### config.mk
export PLATFORM = sky130hd
export DESIGN_NAME = pipe_chain_reg
export DESIGN_NICKNAME = d
export VERILOG_FILES = /design/src/rtl/pipe_pkg.sv /design/src/rtl/pipe_chain_stage.sv /design/src/rtl/pipe_chain_reg.sv
export SDC_FILE = /design/constraint.sdc
export NUM_CORES = 1
export LEC_CHECK = 0
export CORE_AREA = 2 2 89 91
export CTS_BUF_LIST = sky130_fd_sc_hd__clkbuf_4
export CTS_CLUSTER_SIZE = 16
export DETAILED_ROUTE_END_ITERATION = 16
export DIE_AREA = 0 0 91 93
export GPL_ROUTABILITY_DRIVEN = 0
export PLACE_DENSITY = 0.86
export REMOVE_ABC_BUFFERS = 1
export SKIP_LAST_GASP = 1
export SLEW_MARGIN = 15
export SYNTH_ARGS = -nofsm -noshare
export SYNTH_HDL_FRONTEND = slang
export SYNTH_HIERARCHICAL = 1
export SYNTH_SLANG_ARGS = --single-unit
### constraint.sdc
create_clock -name clk -period 1.6 [get_ports clk]
set_input_delay 0.24 -clock clk [delete_from_list [all_inputs] [get_ports clk]]
set_output_delay 0.24 -clock clk [all_outputs]
set_load 0.01 [all_outputs]
### src/rtl/pipe_pkg.sv
// pipe_pkg: shared constants and helpers for pipe_chain_reg
package pipe_pkg;
  localparam int PERF_CNT_W = 32;
  function automatic int clog2p1(input int n);
    return $clog2(n + 1);
  endfunction
  function automatic logic [3:0] popcount8(input logic [7:0] v);
    logic [3:0] c;
    c = '0;
    for (int i = 0; i < 8; i++) c += 4'(v[i]);
    return c;
  endfunction
endpackage

### src/rtl/pipe_chain_stage.sv
// pipe_chain_stage: one valid+data slot; flush beats hold beats capture
module pipe_chain_stage #(
  parameter int WIDTH = 32,
  parameter logic [WIDTH-1:0] INIT_VALUE = '0,
  parameter logic [WIDTH-1:0] RST_VALUE = '0
) (
  input  logic             clk,
  input  logic             rst,
  input  logic             src_valid,
  input  logic [WIDTH-1:0] src_data,
  input  logic             hold,
  input  logic             flush,
  output logic             o_valid,
  output logic [WIDTH-1:0] o_data
);
  logic             r_valid;
  logic [WIDTH-1:0] r_data;
  always_ff @(posedge clk or negedge rst)
    if (!rst) begin
      r_valid <= 1'b0;
      r_data  <= RST_VALUE;
    end else if (flush) begin
      r_valid <= 1'b0;
      r_data  <= INIT_VALUE;
    end else if (!hold) begin
      r_valid <= src_valid;
      r_data  <= src_data;
    end
  assign o_valid = r_valid;
  assign o_data  = r_data;
endmodule

### src/rtl/pipe_chain_reg.sv
// pipe_chain_reg: DEPTH-stage stall/flush register chain with bubble collapse.
// Define PIPE_CHAIN_PERF_EN to build the saturating stall/squash counters.
module pipe_chain_reg
  import pipe_pkg::*;
#(
  parameter int WIDTH = 32,
  parameter int DEPTH = 2,
  parameter logic [WIDTH-1:0] INIT_VALUE = {WIDTH{1'b0}},
  parameter logic [WIDTH-1:0] RST_VALUE = WIDTH'(32'h1_0000)
) (
  input  logic                        clk,
  input  logic                        rst,
  input  logic                        in_valid,
  input  logic [WIDTH-1:0]            in_data,
  output logic                        in_stall,
  input  logic [DEPTH-1:0]            flush,
  input  logic                        out_stall,
  output logic                        out_valid,
  output logic [WIDTH-1:0]            out_data,
  output logic [clog2p1(DEPTH)-1:0]   occupancy,
  output logic [PERF_CNT_W-1:0]       stall_cycles,
  output logic [PERF_CNT_W-1:0]       squash_count
);
  localparam int OCC_W = clog2p1(DEPTH);
  logic [DEPTH-1:0]            w_valid, w_hold, w_src_valid;
  logic [DEPTH-1:0][WIDTH-1:0] w_data, w_src_data;
  // an empty stage never holds, so entries slide into bubbles under a stall
  always_comb begin
    w_hold = '0;
    w_hold[DEPTH-1] = w_valid[DEPTH-1] & out_stall;
    for (int k = DEPTH - 2; k >= 0; k--) w_hold[k] = w_valid[k] & w_hold[k+1];
  end
  for (genvar k = 0; k < DEPTH; k++) begin : g_stage
    if (k == 0) begin : g_head
      assign w_src_valid[k] = in_valid;
      assign w_src_data[k]  = in_data;
    end else begin : g_body
      assign w_src_valid[k] = w_valid[k-1];
      assign w_src_data[k]  = w_data[k-1];
    end
    pipe_chain_stage #(
      .WIDTH(WIDTH),
      .INIT_VALUE(INIT_VALUE),
      .RST_VALUE(RST_VALUE)
    ) u_stage (
      .clk(clk),
      .rst(rst),
      .src_valid(w_src_valid[k]),
      .src_data(w_src_data[k]),
      .hold(w_hold[k]),
      .flush(flush[k]),
      .o_valid(w_valid[k]),
      .o_data(w_data[k])
    );
  end
  assign in_stall  = w_hold[0];
  assign out_valid = w_valid[DEPTH-1];
  assign out_data  = w_data[DEPTH-1];
  assign occupancy = OCC_W'(popcount8(8'(w_valid)));
`ifdef PIPE_CHAIN_PERF_EN
  logic [PERF_CNT_W-1:0] r_stall_cycles, r_squash_count;
  logic [PERF_CNT_W:0]   w_squash_sum;
  // a squash is a flushed stage that would otherwise have held or captured a valid entry
  assign w_squash_sum = {1'b0, r_squash_count} +
    (PERF_CNT_W+1)'(popcount8(8'(flush & (w_hold | (w_src_valid & ~w_hold)))));
  always_ff @(posedge clk or negedge rst)
    if (!rst) begin
      r_stall_cycles <= '0;
      r_squash_count <= '0;
    end else begin
      if (in_valid && w_hold[0] && !(&r_stall_cycles)) r_stall_cycles <= r_stall_cycles + PERF_CNT_W'(1);
      r_squash_count <= w_squash_sum[PERF_CNT_W] ? '1 : w_squash_sum[PERF_CNT_W-1:0];
    end
  assign stall_cycles = r_stall_cycles;
  assign squash_count = r_squash_count;
`else
  assign stall_cycles = '0;
  assign squash_count = '0;
`endif
endmodule

==> results.ini <==
[outcome]
status = completed

[timing]
period_minus_slack_ns = 1.55
finalSetupViolCount = 0
fmax_mhz = 644
final-hold-violation-count = 0
post-route-period-util = 0.970
drv_slew = 0
final.setup.tns_ns = 0
rsz0062_at_grt = true
skew_ns = 0.0125

[synthesis]
synthCells = 282
synthDistinctLibCells = 13
ys_seq_elements = 66
synth_seq_area_share = 0.509
ys_warn_count = 6
syn_avg_cell_area_um2 = 11.5
syn_area_um2 = 3250

[pwr]
finalPower_mw = 3.66
p_clk_frac = 0.382
p_leak_nw = 2.14
p_sw_frac = 0.244
ir_worst_vdd_uv = 495
pwr_density_cell_nw_per_um2 = 898
comb_power_share = 0.128
power_switching_mw = 0.894
p_int_mw = 2.76
p_seq_frac = 0.490

[floorplanning]
die_x_um = 91
die_area_um2 = 8460
core.rowCount = 32
die_y_um = 93
core_area_um2 = 7530
initial_core_util = 0.431
pin_count = 138

[worst_setup_path]
crit_arrival_ns = 1.31
cp-start-kind = flop
slowest_stage = dfrtp_1
worstSetupEndpointType = output port
cp_top_family = buffers and inverters
path_cells = buf_4 > buf_4 > clkdlybuf4s15_1
startpoint = g_stage[1].u_stage/o_valid$_DFFE_PN0P_
crit_type = flop to output port
r2r-start = g_stage[1].u_stage/o_valid$_DFFE_PN0P_
cpPeakStageDelay_ns = 0.43
r2r_setup_slack_ns = 0.23
path_common_cell = buf_4
cp_data_required_time_ns = 1.36
crit_path_max_fanout = 4
crit_buf_inv = 3

[place]
dp_cells = 449
numPortBuffers = 73
placed_area_um2 = 3830
hpwl_um = 4160

[detailed_routing]
dr.pass1.iters = 4
wl_met3_um = 315
drt-wirelength-per-cell_um = 13.0
num_vias = 1997
topRoutingLayerUsed = met4
met2_length_um = 3100
drt_first_iter_violations = 74
wl_met1_um = 2600
viasPerCell = 4.26
drc = 0
drt_wl_total_um = 6100
ant_nets = 0

[global_routing]
overflow = 0
grt_antenna_before_repair = 0
grt_util_all_layers = 0.147
grt_pass1_wl_um = 9810
grt_max_degree = 34
grt_pass1_vias = 2019

[clock_network]
clk_path_buf_depth = 2
clock-sinks = 66
clk_pin_slew_ns = 0.12
cts_buffers = 9
htreeDepth = 3
clkLatencyLatePin_ns = 0.39
cts_tree = built
cts-root-buf = clkbuf_4

[run]
cap_violations = 0

[hold_path]
hold_class = primary input to async pin

[final_layout]
drive_gt1_frac = 0.0954
antenna_cells = 0
stdcell_area_um2 = 4070
final_cell_count_no_fill = 469
nets = 401
area_growth_pct = 25.4

cell usage after synthesis:
cell       n  area share
conb_1     1      0.0012
nor2_1    66       0.076
buf_6      2      0.0069
clkbuf_2   2      0.0031
ha_1       1      0.0039
buf_12     6       0.037
dfstp_2    2       0.016
dfrtp_1   64        0.49
mux2i_1   66        0.20
buf_4     64        0.15
and2_1     1      0.0019
clkbuf_1   6      0.0069
and3_1     1      0.0019
routing by layer:
metal / GRT usage / up-vias
li1: - / 943
met1: 0.181 / 970
met2: 0.248 / 73
met3: 0.0346 / 11
met4: 0.0657 / 0
met5: 0 / -
path summary, 6_finish.rpt:
| kind | cells past startpoint | end |
|---|---|---|
| worst max-delay path | 3 | out_valid |
| worst min-delay path | 2 | g_stage[1].u_stage/o_data[20]$_DFFE_PN0P_ |
| worst max register to register | 4 | g_stage[0].u_stage/o_data[27]$_DFFE_PN0P_ |
| worst min register to register | 2 | g_stage[0].u_stage/o_data[7]$_DFFE_PN0P_ |
| max in group asynchronous | 3 | g_stage[0].u_stage/o_data[16]$_DFFE_PN1P_ |
| min in group clk | 3 | g_stage[0].u_stage/o_data[16]$_DFFE_PN1P_ |
cell type report:
type                            count  area (um2)
Fill cell                         686        3450
Sequential cell                    66        1650
Multi-Input combinational cell    199        1180
Timing Repair Buffer               86         930
Tap cell                          102         128
Clock inverter                      7         118
Clock buffer                        9        67.6
flip-flops by register name, summed over array words and instances, names as in the netlist:
| signal | flops |
|---|---|
| g_stage.u_stage/o_valid | 2 |
| g_stage.u_stage/o_data | 64 |
what timing repair did:
action,in CTS,in global routing
endpoints found under the setup margin,10,22
hold buffers,1,0
hold endpoints to repair,11,0
resized for setup,11,23
buffers inserted,1,2
placed cells by master, fill, tap and decap left out:
cell type,instances
buf_12,6
clkbuf_2,2
dlygate4sd2_1,7
ha_1,1
and2_2,1
clkinv_2,2
dlymetal6s2s_1,19
bufinv_16,3
dfstp_2,2
clkinv_4,2
clkdlybuf4s50_1,43
clkbuf_4,9
dlygate4sd3_1,1
nor2_1,66
dfrtp_1,64
clkdlybuf4s15_1,1
buf_4,6
and3_2,1
conb_1,64
buf_2,1
mux2i_1,66
power groups by stage:
| stage | clock network, mW | logic [mW] | registers [mW] |
|---|---|---|---|
| 6_report | 1.40 | 0.467 | 1.79 |
| 5_1_grt | 1.51 | 0.514 | 1.80 |
| 4_1_cts | 1.44 | 0.474 | 1.79 |
| 3_5_place_dp | 0 | 0.476 | 1.83 |
| 3_3_place_gp | 0 | 0.466 | 1.82 |
| 2_1_floorplan | 0 | 0.180 | 1.83 |
stage by stage:
stage,setup WS (ns),util,hold slack [ns]
3_5_place_dp,-0.0930,0.508,0.170
4_1_cts,-0.0893,0.534,0.249
2_1_floorplan,-0.538,-,-0.0556
6_report,0.0483,0.541,0.276
3_3_place_gp,-0.0926,0.508,0.181
5_1_grt,-0.0362,0.541,0.267
cell families after synthesis:
family,after synthesis,synth area share
AND/OR/NAND/NOR,68,0.0802
buffers and inverters,80,0.202
other,1,0.00115
adder cells (fa/ha/maj),1,0.00385
multiplexers,66,0.203
flip-flops,66,0.509
(Power assumes the default switching activity.)
